--- config.mk ---
export PLATFORM = sky130hd
export DESIGN_NAME = serial_subtractor
export DESIGN_NICKNAME = d
export VERILOG_FILES = /design/src/rtl/arith_pkg.sv /design/src/rtl/full_subtractor.sv /design/src/rtl/serial_subtractor.sv
export SDC_FILE = /design/constraint.sdc
export NUM_CORES = 1
export LEC_CHECK = 0
export BUFFER_PORTS_ARGS = -buffer_cell sky130_fd_sc_hd__buf_4
export CORE_MARGIN = 2
export CORE_UTILIZATION = 40
export CTS_BUF_LIST = sky130_fd_sc_hd__clkbuf_16
export CTS_CLUSTER_SIZE = 24
export DETAILED_ROUTE_END_ITERATION = 7
export SLEW_MARGIN = 20
export SYNTH_ARGS = -nofsm -noshare
export SYNTH_HDL_FRONTEND = slang
export SYNTH_SLANG_ARGS = --single-unit
--- constraint.sdc ---
create_clock -name clk -period 3.5 [get_ports clk]
set_input_delay 0.35 -clock clk [delete_from_list [all_inputs] [get_ports clk]]
set_output_delay 0.35 -clock clk [all_outputs]
set_load 0.1 [all_outputs]
--- src/rtl/arith_pkg.sv ---
// Shared arithmetic definitions: serial datapath FSM states and default operand width.
package arith_pkg;

    typedef enum logic [1:0] {
        IDLE = 2'd0,
        RUN  = 2'd1,
        DONE = 2'd2
    } state_t;

    localparam int DEFAULT_WIDTH = 8;

endpackage

--- src/rtl/full_subtractor.sv ---
// Single-bit full subtractor: D = A - B - Bin, Bout set when the bit needs a borrow.
module full_subtractor (
    input  logic A,
    input  logic B,
    input  logic Bin,
    output logic D,
    output logic Bout
);

    assign D    = A ^ B ^ Bin;
    assign Bout = (~A & B) | (~(A ^ B) & Bin);

endmodule

--- src/rtl/serial_subtractor.sv ---
// Bit-serial subtractor: one full-subtractor cell, registered borrow, LSB first.
// Handshake: an operation is accepted on a rising edge where start = 1 and ready = 1;
// results are qualified by a one-cycle valid pulse and held until the next result.
module serial_subtractor
    import arith_pkg::*;
#(
    parameter int WIDTH = DEFAULT_WIDTH
) (
    input  logic             clk,
    input  logic             rst,
    input  logic             start,
    input  logic [WIDTH-1:0] A,
    input  logic [WIDTH-1:0] B,
    input  logic             Bin,
    output logic             ready,
    output logic             valid,
    output logic [WIDTH-1:0] Diff,
    output logic             Bout,
    output logic             V
);

    localparam int             CW   = $clog2(WIDTH);
    localparam logic [CW-1:0]  LAST = CW'(WIDTH - 1);

    state_t           state;
    state_t           state_next;
    logic [CW-1:0]    cnt;
    logic [WIDTH-1:0] a_sr;
    logic [WIDTH-1:0] b_sr;
    logic [WIDTH-1:0] res_sr;
    logic             br;
    logic             a_msb;
    logic             b_msb;
    logic             d;
    logic             br_next;
    logic             last_bit;

    full_subtractor u_cell (
        .A    (a_sr[0]),
        .B    (b_sr[0]),
        .Bin  (br),
        .D    (d),
        .Bout (br_next)
    );

    assign last_bit = (cnt == LAST);

    always_comb begin
        state_next = state;
        case (state)
            IDLE:    if (start) state_next = RUN;
            RUN:     if (last_bit) state_next = DONE;
            DONE:    state_next = IDLE;
            default: state_next = IDLE;
        endcase
    end

    // ready/valid are registered from the next state so no output is a decode of inputs.
    always_ff @(posedge clk) begin
        if (rst) begin
            state <= IDLE;
            ready <= 1'b1;
            valid <= 1'b0;
        end else begin
            state <= state_next;
            ready <= (state_next == IDLE);
            valid <= (state_next == DONE);
        end
    end

    always_ff @(posedge clk) begin
        if (rst) begin
            cnt    <= '0;
            a_sr   <= '0;
            b_sr   <= '0;
            res_sr <= '0;
            br     <= 1'b0;
            a_msb  <= 1'b0;
            b_msb  <= 1'b0;
            Diff   <= '0;
            Bout   <= 1'b0;
            V      <= 1'b0;
        end else begin
            case (state)
                IDLE: begin
                    if (start) begin
                        a_sr  <= A;
                        b_sr  <= B;
                        br    <= Bin;
                        a_msb <= A[WIDTH-1];
                        b_msb <= B[WIDTH-1];
                        cnt   <= '0;
                    end
                end
                RUN: begin
                    a_sr   <= a_sr >> 1;
                    b_sr   <= b_sr >> 1;
                    br     <= br_next;
                    res_sr <= {d, res_sr[WIDTH-1:1]};
                    // On the last bit d is the result MSB, so V can be formed without waiting.
                    if (last_bit) begin
                        Diff <= {d, res_sr[WIDTH-1:1]};
                        Bout <= br_next;
                        V    <= (a_msb ^ b_msb) & (a_msb ^ d);
                    end else begin
                        cnt <= cnt + CW'(1);
                    end
                end
                default: ;
            endcase
        end
    end

endmodule

==> out/metrics.cfg <==
[logic_synthesis]
synth_seq_cells = 43
synthesis.nets = 218
syn-cell-area_um2 = 1760
syn_avg_cell_area_um2 = 9.05
ys_seq_area_share_pct = 48.8
synth_cell_types = 30
synth_warnings = 0
synth_cells = 195

[pwr]
p_total_w = 0.00104
power_frac_seq_pct = 50.5
p_int_w = 0.000811
power_leakage_nw = 0.844
power.share.switching_pct = 22.3
pwr-share-clk_pct = 39.9
power.density_nw_per_um2 = 497
p_switching_w = 0.000233
power.combinational.fraction_pct = 9.6
ir_drop_mv = 0.219

[cts]
hold_buffers = 0
cts_tree = built
root_buffer = clkbuf_16
post-cts-setup-buffers = 0
clkSinkCount = 43
post_cts_resized = 0
htree_num_levels = 2
cts_max_path_buffers = 2
clk_pin_slew_ns = 0.05
clk_latency_ns = 0.28
cts_inserted_buffers = 5

[status]
status = completed

[global_routing]
antenna_found_initial = 0
grt_max_degree = 44
grt_overflow = 0
grt_usage_pct = 14.9
grt_pass1_vias = 1310
grt_first_pass_wirelength_mm = 5.83

[route]
drcViolationCount = 0
first_pass_iters = 4
wl_per_cell_um = 12.2
dr.first_iter.drc_count = 99
wl_mm = 3.29
ant_nets = 0
viasPerCell = 5.00
routed-via-count = 1344

[min_path]
hp-class = input pin to flip-flop

[layout]
drive_gt1_share_pct = 18.4
layout.cells.most_common_list = 43 x dfxtp_1, 38 x nand2_1, 31 x buf_4
area_delta_synth_final_pct = 18.9
fillers = 431
nets = 241
n_antenna_cell = 0
final_common_cell = dfxtp_1

[floorplanning]
initial_core_util_pct = 41.1
rows = 24
die-height_um = 70.4
dieArea_um2 = 4960
boundaryPins = 32
core_area_um2 = 4290
die_w_um = 70.4

[timing]
period_share_pct = 51.8
tightest_slew_ns = 0.927
setup-violations-final = 0
skew_ns = 0.00152
relSlewSlack_pct = 38.2
hold_viol_final = 0
fmax_mhz = 552
setup_tns_ns = 0
maxSlewViolCount = 0
fin_crit_ns = 1.81
rsz0062_at_grt = false

[job]
cap_violations = 0

[placement]
dp.final_hpwl_mm = 2.10
io_buffers = 31
place_congestion = 0.721

[setup_path]
path_class = flip-flop to flip-flop
cp_max_fo = 16
critPathArrivalTime_ns = 2.00
critPathRequiredTime_ns = 3.69
setup.worst_path.start_class = flip-flop
cp-end-kind = flip-flop

==> sequential cells by signal (all words and copies together), names as in the netlist <==
register	count
b_msb	1
valid	1
Diff	8
a_msb	1
ready	1
a_sr	8
V	1
b_sr	8
br	1
Bout	1
res_sr	7
cnt	3
state	2
==> power by group through the flow <==
| stage | logic (W) | clock network [W] | registers, W |
|---|---|---|---|
| after CTS | 0.000101 | 0.000433 | 0.000527 |
| after global routing | 0.000113 | 0.000454 | 0.000530 |
| after detailed placement | 0.000101 | 0 | 0.000537 |
| after global placement | 0.000100 | 0 | 0.000537 |
| final | 0.0000998 | 0.000417 | 0.000527 |
| after floorplan | 0.0000715 | 0 | 0.000538 |
==> metrics by stage <==
step	setup WS [ns]	cells	hold slack [ns]	util, %	cell area, µm²
after floorplan	1.88	195	0.432	-	1760
after global placement	1.74	263	0.446	45.9	1970
after detailed placement	1.67	263	0.448	45.9	1970
after CTS	1.66	269	0.357	48.9	2100
after global routing	1.49	269	0.379	48.9	2100
final	1.69	269	0.355	48.9	2100
==> synth_stat cells (all sizes together) <==
master	instances	area (µm²)
inv	3	11.3
nor3b	1	7.51
or3	1	6.26
ha	2	25.0
a311oi	1	8.76
nor4bb	2	20.0
o21bai	1	7.51
nor2	18	67.6
and2b	1	7.51
o21ai	2	10.0
clkbuf	6	23.8
dfxtp	43	861
mux2i	15	150
nand3	1	5.00
nor3	1	5.00
a211oi	16	120
or2	1	6.26
a31oi	3	18.8
nand2	38	143
buf	9	68.8
or3b	2	17.5
nand3b	2	15.0
fa	1	20.0
nand2b	2	20.0
and3b	1	8.76
a21oi	22	110
==> kinds of logic after synthesis <==
group,Yosys count,synth area share (%)
simple gates,71,18.7
compound gates,45,15.6
flops,43,48.8
buf+inv,18,5.89
mux,15,8.51
fa+ha+maj,3,2.55
==> critical path, stage by stage (launching register included) <==
cell      delay, ns
dfxtp_1        0.51
nand2b_1       0.77
mux2i_1        0.17
a211oi_1       0.26
==> cell type report <==
cell class / instances / area, µm² / area share (%)
Clock buffer: 5 / 125 / 5.96
Clock inverter: 1 / 3.75 / 0.179
Inverter: 3 / 11.3 / 0.537
Multi-Input combinational cell: 134 / 800 / 38.1
Sequential cell: 43 / 861 / 41.0
Tap cell: 52 / 65.1 / 3.10
Timing Repair Buffer: 31 / 233 / 11.1
==> path summary, 6_finish.rpt <==
kind,from,end,slack (ns),cells after the start
max,state[1]$_SDFF_PP0_,b_sr[1]$_SDFFE_PP0P_,1.69,3
min,A[7],a_msb$_SDFFE_PP0P_,0.35,3
max reg2reg,state[1]$_SDFF_PP0_,b_sr[1]$_SDFFE_PP0P_,1.69,3
min reg2reg,Diff[1]$_SDFFE_PP0P_,Diff[1]$_SDFFE_PP0P_,0.45,2
==> metal layers <==
metal / up-vias / GRT usage, % / wire, µm
li1: 716 / - / -
met1: 599 / 17.6 / 1570
met2: 25 / 24.2 / 1530
met3: 4 / 6.49 / 149
met4: 0 / 5.13 / 42
met5: - / 0 / 0
(Power assumes the default switching activity.)
